===== config.mk =====
export PLATFORM = sky130hd
export DESIGN_NAME = text_stream_writer
export DESIGN_NICKNAME = d
export VERILOG_FILES = /design/src/rtl/text_stream_writer.sv
export SDC_FILE = /design/constraint.sdc
export NUM_CORES = 1
export LEC_CHECK = 0
export BUFFER_PORTS_ARGS = -buffer_cell sky130_fd_sc_hd__buf_2
export CAP_MARGIN = 20
export CORE_UTILIZATION = 54
export DETAILED_ROUTE_END_ITERATION = 10
export PLACE_DENSITY = 0.84
export SLEW_MARGIN = 25
export SYNTH_ARGS = -nofsm -noshare
export SYNTH_HDL_FRONTEND = slang
export SYNTH_SLANG_ARGS = --single-unit

===== constraint.sdc =====
create_clock -name clk -period 3.8 [get_ports clk]
set_clock_uncertainty 0.15 [all_clocks]
set_input_delay 0.57 -clock clk [delete_from_list [all_inputs] [get_ports clk]]
set_output_delay 0.57 -clock clk [all_outputs]
set_load 0.05 [all_outputs]

===== src/rtl/text_stream_writer.sv =====
// Byte-stream to text-cell writer: prints characters, handles cursor controls and the
// 0x1F row/col escape. Define TEXT_STREAM_WRITER_CLEAR_EN to build the FF clear-screen sweep.
module text_stream_writer #(
    parameter int COLS   = 40,
    parameter int ROWS   = 25,
    parameter int COL_W  = 6,
    parameter int ROW_W  = 5,
    parameter int ATTR_W = 24,
    parameter int CHAR_W = 8
) (
    input  logic              clk,
    input  logic              reset,
    input  logic              in_valid,
    input  logic [7:0]        in_byte,
    output logic              in_ready,
    input  logic [ATTR_W-1:0] attr,
    output logic              write,
    output logic [COL_W-1:0]  xtextwrite,
    output logic [ROW_W-1:0]  ytextwrite,
    output logic [ATTR_W-1:0] value,
    output logic [COL_W-1:0]  cursor_x,
    output logic [ROW_W-1:0]  cursor_y,
    output logic              busy
);
    typedef enum logic [1:0] {IDLE, ESC_ROW, ESC_COL, CLEAR} state_t;

    localparam logic [COL_W-1:0] COL_MAX   = COL_W'(COLS - 1);
    localparam logic [ROW_W-1:0] ROW_MAX   = ROW_W'(ROWS - 1);
    localparam logic [7:0]       COL_MAX_B = 8'(COLS - 1);
    localparam logic [7:0]       ROW_MAX_B = 8'(ROWS - 1);

    state_t              state_q;
    logic [COL_W-1:0]    cursor_x_q;
    logic [ROW_W-1:0]    cursor_y_q;
    logic [ROW_W-1:0]    esc_row_q;
    logic                write_q;
    logic [COL_W-1:0]    wx_q;
    logic [ROW_W-1:0]    wy_q;
    logic [ATTR_W-1:0]   value_q;

    logic [7:0]          arg_off_d;
    logic [ROW_W-1:0]    row_arg_d;
    logic [COL_W-1:0]    col_arg_d;
    logic [ROW_W-1:0]    cy_inc_d;
    logic                unused_attr_lo;

    assign unused_attr_lo = ^attr[CHAR_W-1:0];

    // Escape arguments are offset by 0x40 and saturate at the screen edge.
    assign arg_off_d = in_byte - 8'h40;
    assign row_arg_d = (in_byte < 8'h40)       ? '0 :
                       (arg_off_d > ROW_MAX_B) ? ROW_MAX : arg_off_d[ROW_W-1:0];
    assign col_arg_d = (in_byte < 8'h40)       ? '0 :
                       (arg_off_d > COL_MAX_B) ? COL_MAX : arg_off_d[COL_W-1:0];
    assign cy_inc_d  = (cursor_y_q == ROW_MAX) ? '0 : cursor_y_q + ROW_W'(1);

`ifdef TEXT_STREAM_WRITER_CLEAR_EN
    localparam logic [CHAR_W-1:0] BLANK = CHAR_W'(8'h20);
    assign in_ready = (state_q != CLEAR);
    assign busy     = (state_q == CLEAR);
`else
    assign in_ready = 1'b1;
    assign busy     = 1'b0;
`endif

    always_ff @(posedge clk) begin
        if (reset) begin
            state_q    <= IDLE;
            cursor_x_q <= '0;
            cursor_y_q <= '0;
            esc_row_q  <= '0;
            write_q    <= 1'b0;
            wx_q       <= '0;
            wy_q       <= '0;
            value_q    <= '0;
        end else begin
            write_q <= 1'b0;
            case (state_q)
                IDLE: if (in_valid) begin
                    if (in_byte >= 8'h20) begin
                        write_q <= 1'b1;
                        wx_q    <= cursor_x_q;
                        wy_q    <= cursor_y_q;
                        value_q <= {attr[ATTR_W-1:CHAR_W], CHAR_W'(in_byte)};
                        if (cursor_x_q == COL_MAX) begin
                            cursor_x_q <= '0;
                            cursor_y_q <= cy_inc_d;
                        end else begin
                            cursor_x_q <= cursor_x_q + COL_W'(1);
                        end
                    end else begin
                        case (in_byte)
                            8'h08: if (cursor_x_q != '0) cursor_x_q <= cursor_x_q - COL_W'(1);
                            8'h0A: cursor_y_q <= cy_inc_d;
                            8'h0D: cursor_x_q <= '0;
                            8'h1F: state_q <= ESC_ROW;
`ifdef TEXT_STREAM_WRITER_CLEAR_EN
                            // First blank cell goes out with the FF itself so write stays
                            // high exactly while in_ready is low.
                            8'h0C: begin
                                state_q <= CLEAR;
                                write_q <= 1'b1;
                                wx_q    <= '0;
                                wy_q    <= '0;
                                value_q <= {attr[ATTR_W-1:CHAR_W], BLANK};
                            end
`endif
                            default: ;
                        endcase
                    end
                end
                ESC_ROW: if (in_valid) begin
                    esc_row_q <= row_arg_d;
                    state_q   <= ESC_COL;
                end
                ESC_COL: if (in_valid) begin
                    cursor_x_q <= col_arg_d;
                    cursor_y_q <= esc_row_q;
                    state_q    <= IDLE;
                end
`ifdef TEXT_STREAM_WRITER_CLEAR_EN
                // The write address registers double as the sweep counter.
                CLEAR: begin
                    if (wx_q == COL_MAX && wy_q == ROW_MAX) begin
                        state_q    <= IDLE;
                        cursor_x_q <= '0;
                        cursor_y_q <= '0;
                    end else begin
                        write_q <= 1'b1;
                        value_q <= {attr[ATTR_W-1:CHAR_W], BLANK};
                        if (wx_q == COL_MAX) begin
                            wx_q <= '0;
                            wy_q <= wy_q + ROW_W'(1);
                        end else begin
                            wx_q <= wx_q + COL_W'(1);
                        end
                    end
                end
`endif
                default: state_q <= IDLE;
            endcase
        end
    end

    assign write      = write_q;
    assign xtextwrite = wx_q;
    assign ytextwrite = wy_q;
    assign value      = value_q;
    assign cursor_x   = cursor_x_q;
    assign cursor_y   = cursor_y_q;
endmodule


After elaboration in Yosys (flattened, before gate mapping)
Cells that the tools add are included.
W data, S select, Z words.
{"block": "word_totals", "output_inout_bits": 49, "ff_bits": 54, "wordCells": 69, "input_bits": 35}
{"block": "classes", "add_sub_neg": 4, "eq_ne": 17, "n_bitwise": 2, "n_mux": 25, "n_lt_le_gt_ge": 4, "n_reduce_logical": 9}
{"op": "$mux W6", "n": 7}
{"op": "$mux W5", "n": 8}
{"op": "$eq A8 B4 Y1 const B", "n": 3}
{"op": "$pmux W6 S2", "n": 2}
{"op": "$reduce_and A5 Y1", "n": 3}
{"op": "$mux W2", "n": 5}
{"op": "$pmux W5 S2", "n": 1}
{"op": "$eq A8 B5 Y1 const B", "n": 1}
{"op": "$ge A8 B6 Y1 const B", "n": 1}
{"op": "$gt A8 B5 Y1 const B", "n": 1}
{"op": "$gt A8 B6 Y1 const B", "n": 1}
{"op": "$lt A8 B7 Y1 const B", "n": 1}
{"op": "$ne A2 B2 Y1 const B", "n": 4}
{"op": "$sub A8 B7 Y8 const B", "n": 1}
{"op": "$add A6 B1 Y6 const B", "n": 1}
{"op": "$eq A6 B6 Y1 const B", "n": 1}
{"op": "$pmux W2 S3", "n": 1}
{"op": "$reduce_bool A6 Y1", "n": 1}
{"op": "$sub A6 B1 Y6 const B", "n": 1}
{"op": "$add A5 B1 Y5 const B", "n": 1}
{"op": "$eq A5 B5 Y1 const B", "n": 1}
{"op": "$ne A4 B2 Y1 const B", "n": 1}
{"op": "$ne A4 B4 Y1 const B", "n": 1}
{"op": "$ne A3 B2 Y1 const B", "n": 1}
{"op": "11 further kinds", "n": 12}

Longest topological paths before layout
{"block": "depth", "ltp_word": 6, "ltp_mapped": 7, "depth_no_buf": 7}

Worst setup path after synthesis
Ideal clock, no wire load.
{"block": "synth_path", "kind": "register -> register", "from": "register cursor_x_q[1] (netlist: cursor_x[1])", "to": "register cursor_y_q[2] (netlist: cursor_y[2])", "period_less_slack_ns": 2.304, "arrival_time_ns": 2.037, "required_time_ns": 3.533, "path_stages_with_launch": 7, "setup_ns": 0.117, "n_path_buf": 0, "path_slack_ns": 1.496, "path_cell_list": "dfxtp_1 > ha_1 > and4bb_1 > nand3_1 > a21oi_2 > o21ai_1 > a32o_1"}
{"block": "synth_between", "elab_chain_cells": 3}
{"item": "start, declared", "line": "33", "text": "logic [COL_W-1:0] cursor_x_q;"}
{"item": "start signal, assigned", "line": "89", "text": "cursor_x_q <= cursor_x_q + COL_W'(1);"}
{"item": "start signal, assigned", "line": "93", "text": "8'h08: if (cursor_x_q != '0) cursor_x_q <= cursor_x_q - COL_W'(1);"}
{"item": "start signal, assigned", "line": "117", "text": "cursor_x_q <= col_arg_d;"}
{"item": "$eq A6 B6 Y1", "line": "85", "text": "if (cursor_x_q == COL_MAX) begin"}
{"item": "$ne A3 B3 Y1 (no line)"}
{"item": "$reduce_and A5 Y1 (no line)"}
{"item": "end signal, assigned", "line": "87", "text": "cursor_y_q <= cy_inc_d;"}
{"item": "end signal, assigned", "line": "94", "text": "8'h0A: cursor_y_q <= cy_inc_d;"}
{"item": "end signal, assigned", "line": "118", "text": "cursor_y_q <= esc_row_q;"}
{"item": "end, declared", "line": "34", "text": "logic [ROW_W-1:0] cursor_y_q;"}
No other way between the ends.
A chain may end at the register's enable or synchronous reset.

Worst setup path after layout
{"block": "layout_path", "from": "register cursor_x_q[0] (netlist: cursor_x[0])", "to": "register cursor_y_q[2] (netlist: cursor_y[2])"}
The elaborated chain is that of the path after synthesis.

==> impl_metrics.xml <==
<?xml version="1.0" encoding="UTF-8"?>
<metrics>
  <group name="outcome">
    <metric name="run_status" unit="">finished, violations left</metric>
    <metric name="failing_checks" unit="">design-rule violations</metric>
  </group>
  <group name="floorplanning">
    <metric name="initial_cell_density_of_the_core" unit="%">57.7</metric>
    <metric name="row_count" unit="">24</metric>
    <metric name="fp.dieArea" unit="µm²">5100</metric>
    <metric name="floorplan.io_pins" unit="">84</metric>
    <metric name="die_y" unit="µm">71.4</metric>
    <metric name="fp.dieW" unit="µm">71.4</metric>
    <metric name="design.core.area" unit="µm²">4500</metric>
  </group>
  <group name="synth">
    <metric name="syn_inst" unit="">333</metric>
    <metric name="synthArstFlopShare" unit="%">0</metric>
    <metric name="area_fraction_in_compound_gates_after_synthesis" unit="%">23.1</metric>
    <metric name="synth_top_family_by_area" unit="">simple AND/OR/NAND/NOR gates</metric>
    <metric name="synth_fa_ha_area_share" unit="%">2.79</metric>
    <metric name="number_of_enable_flip_flop_cells_after_synthesis" unit="">0</metric>
    <metric name="synth_xor_area_share" unit="%">1.01</metric>
    <metric name="synth-simple-area-share" unit="%">24.2</metric>
    <metric name="yosys-mux-area-fraction" unit="%">0</metric>
    <metric name="syn_nets" unit="">373</metric>
    <metric name="ys.warnings.count" unit="">0</metric>
    <metric name="synth_seq_cells" unit="">54</metric>
    <metric name="ys.flop_type" unit="">dfxtp_1</metric>
    <metric name="seq_area_frac_synth" unit="%">41.6</metric>
    <metric name="syn_avg_cell_area" unit="µm²">7.81</metric>
    <metric name="synthDistinctLibCells" unit="">51</metric>
    <metric name="syn_area" unit="µm²">2600</metric>
  </group>
  <group name="grt">
    <metric name="grtUsageTotal" unit="%">25.9</metric>
    <metric name="grt_overflow_total" unit="">0</metric>
    <metric name="grt_start_max_net_pins" unit="">37</metric>
    <metric name="first_pass_grt_wire_length" unit="µm">10600</metric>
    <metric name="number_of_global_route_vias_before_repair" unit="">2452</metric>
    <metric name="grt_antenna_before_repair" unit="">0</metric>
  </group>
  <group name="power">
    <metric name="vdd_drop_max" unit="mV">0.234</metric>
    <metric name="power_consumption" unit="mW">1.15</metric>
    <metric name="total_leakage_power" unit="nW">1.27</metric>
    <metric name="power.net_switching" unit="mW">0.371</metric>
    <metric name="cellPowerDensity" unit="nW/µm²">383</metric>
    <metric name="p_sw_share" unit="%">32.3</metric>
    <metric name="combinationalPowerShare" unit="%">20.4</metric>
    <metric name="power_frac_seq" unit="%">53.0</metric>
    <metric name="internal_power" unit="mW">0.780</metric>
    <metric name="power.share.clock" unit="%">26.6</metric>
  </group>
  <group name="placed_design">
    <metric name="dp_hpwl" unit="µm">4180</metric>
    <metric name="place_worst_setup_slack" unit="ns">1.41</metric>
    <metric name="placed_cells_incl_taps" unit="">434</metric>
    <metric name="place.gp.congestion" unit="">0.914</metric>
    <metric name="portBuffers" unit="">73</metric>
  </group>
  <group name="clock_tree">
    <metric name="cts_buffers" unit="">5</metric>
    <metric name="tritoncts" unit="">done</metric>
    <metric name="post_cts.resized_instances" unit="">0</metric>
    <metric name="cts.hold.buffers_added" unit="">0</metric>
    <metric name="clkSlewWorstSetupHoldPaths" unit="ns">0.09</metric>
    <metric name="htree_num_levels" unit="">2</metric>
    <metric name="cts_sinks" unit="">54</metric>
    <metric name="cts_setup_buffers" unit="">0</metric>
    <metric name="clockRootBuffer" unit="">clkbuf_8</metric>
    <metric name="cts-root-to-sink-buffers" unit="">2</metric>
    <metric name="clock_latency" unit="ns">0.30</metric>
  </group>
  <group name="route">
    <metric name="first_iter_violations" unit="">331</metric>
    <metric name="total_number_of_vias" unit="">2537</metric>
    <metric name="firstDrtPassIters" unit="">7</metric>
    <metric name="avgViaCountPerCell" unit="">5.75</metric>
    <metric name="route.detailed.drc" unit="">7</metric>
    <metric name="wl" unit="µm">6160</metric>
    <metric name="route.antenna.remaining_nets" unit="">0</metric>
    <metric name="wl_per_cell" unit="µm">14.0</metric>
  </group>
  <group name="sta">
    <metric name="setup_repair_after_global_routing_missed_its_margin" unit="">no</metric>
    <metric name="timing.final.max_slew_violations" unit="">0</metric>
    <metric name="max_freq" unit="MHz">430</metric>
    <metric name="post-route-period-util" unit="%">61.1</metric>
    <metric name="worst_slew_pin_slew" unit="ns">0.644</metric>
    <metric name="setup_tns_final" unit="ns">0</metric>
    <metric name="timing.max_slew.rel_slack" unit="%">56.9</metric>
    <metric name="min_period" unit="ns">2.32</metric>
    <metric name="setup_viol_count_final" unit="">0</metric>
    <metric name="hold_viol_final" unit="">0</metric>
    <metric name="worst_slack" unit="ns">1.48</metric>
  </group>
  <group name="finish">
    <metric name="area_delta_synth_final" unit="%">15.4</metric>
    <metric name="final_layout_size_suffix_gt1_share" unit="%">23.9</metric>
    <metric name="nNetsFinal" unit="">429</metric>
    <metric name="insertedDiodeCount" unit="">0</metric>
    <metric name="fin_cells" unit="">441</metric>
  </group>
  <group name="hold_path">
    <metric name="min-delay-path-class" unit="">reg -&gt; reg</metric>
  </group>
  <group name="flow_run">
    <metric name="maximum_capacitance_violations" unit="">0</metric>
  </group>
  <group name="worst_setup_path">
    <metric name="critical_path.startpoint_type" unit="">flop</metric>
    <metric name="timing.critical_path.required" unit="ns">3.85</metric>
    <metric name="setup.worst_path.end_class" unit="">flop</metric>
    <metric name="timing.critical_path.fanout_max" unit="">10</metric>
    <metric name="worst_ep_arrival_time" unit="ns">2.37</metric>
    <metric name="worstSetupPathType" unit="">reg -&gt; reg</metric>
  </group>
</metrics>
==> through the flow <==
step | area [µm²] | hold WS, ns | util [%]
after detailed placement | 2920 | 0.293 | 64.8
after global placement | 2920 | 0.288 | 64.8
after global routing | 3000 | 0.332 | 66.6
after floorplan | 2600 | 0.305 | -
after CTS | 3000 | 0.306 | 66.6
final | 3000 | 0.302 | 66.6
==> cell families (layout without fill, tap and decap cells) <==
family / Yosys count / in the layout
flops: 54 / 54
compound gates: 95 / 95
other cells: 2 / 2
xor+xnor: 3 / 3
fa+ha+maj: 6 / 6
buf+inv: 39 / 95
simple gates: 134 / 134
==> layout make-up <==
class | instances | area, µm²
Inverter | 12 | 45.0
Fill cell | 414 | 1500
Multi-Input combinational cell | 240 | 1340
Sequential cell | 54 | 1080
Clock inverter | 1 | 7.51
Tap cell | 52 | 65.1
Timing Repair Buffer | 76 | 388
Clock buffer | 6 | 72.6
==> power groups by stage <==
stage               registers (mW)  logic [mW]  clock network, mW
floorplan                    0.695       0.108                  0
finish                       0.610       0.235              0.306
CTS                          0.609       0.235              0.316
global placement             0.621       0.231                  0
detailed placement           0.622       0.235                  0
global route                 0.613       0.255              0.334
==> state kept, by name (all words and copies together), names as in the netlist <==
name and count:
write 1, value 24, cursor_x 6, state_q 2, ytextwrite 5, xtextwrite 6
esc_row_q 5, cursor_y 5
==> critical path, cell delays in order (launching register included) <==
cell and delay, ns:
dfxtp_1 0.51, ha_1 0.27, and4bb_1 0.31, nand3_1 0.16
a21oi_2 0.43, o21ai_1 0.13, a32o_1 0.27
==> worst paths after layout <==
check | startpoint | to | slack (ns) | cells past startpoint
worst max-delay path | cursor_x[0] | cursor_y[2] | 1.48 | 6
worst min-delay path | ytextwrite[1] | ytextwrite[1] | 0.30 | 2
worst max register to register | cursor_x[0] | cursor_y[2] | 1.48 | 6
worst min register to register | ytextwrite[1] | ytextwrite[1] | 0.30 | 2
==> metal layers <==
layer / up-vias / share of wire [%] / track usage (%)
met5: - / 0 / 0
met4: 0 / 0.45 / 7.56
met3: 4 / 6.6 / 6.19
met2: 100 / 47 / 44.2
met1: 1167 / 46 / 32.7
li1: 1266 / - / -
==> cells in the mapped netlist, types with 5 or more instances <==
master    count  area share, %
o21ai_0       6            1.2
nand3_1      10            1.9
nor2_1       19            2.7
ha_1          5            2.4
nand2_1      76             11
nor3_1        5           0.96
a31oi_1       5            1.2
a21oi_1      47            9.0
buf_2         8            1.5
a22oi_1       5            1.4
dfxtp_1      54             42
clkbuf_1     12            1.7
inv_1        12            1.7
==> cells in the final DEF (no fill, tap or decap), drive strengths merged, types with 2 or more instances in the layout <==
cell and n:
buf 76, nand4b 2, nor2 19, nor4 2, o211ai 3, a211o 2, or3b 2, nand2 77
a31oi 5, a32o 2, o22ai 3, o21a 2, o21ai 8, nand2b 3, a311oi 2, nand3 10
o221ai 2, and3 2, ha 5, o31ai 2, nor3b 2, a21oi 49, dfxtp 54, a221oi 3
xnor2 2, a211oi 3, nand3b 2, inv 12, nor3 8, clkbuf 6, conb 2, a22oi 5
nor4b 2
No activity file was read; power rests on OpenSTA's default activity.
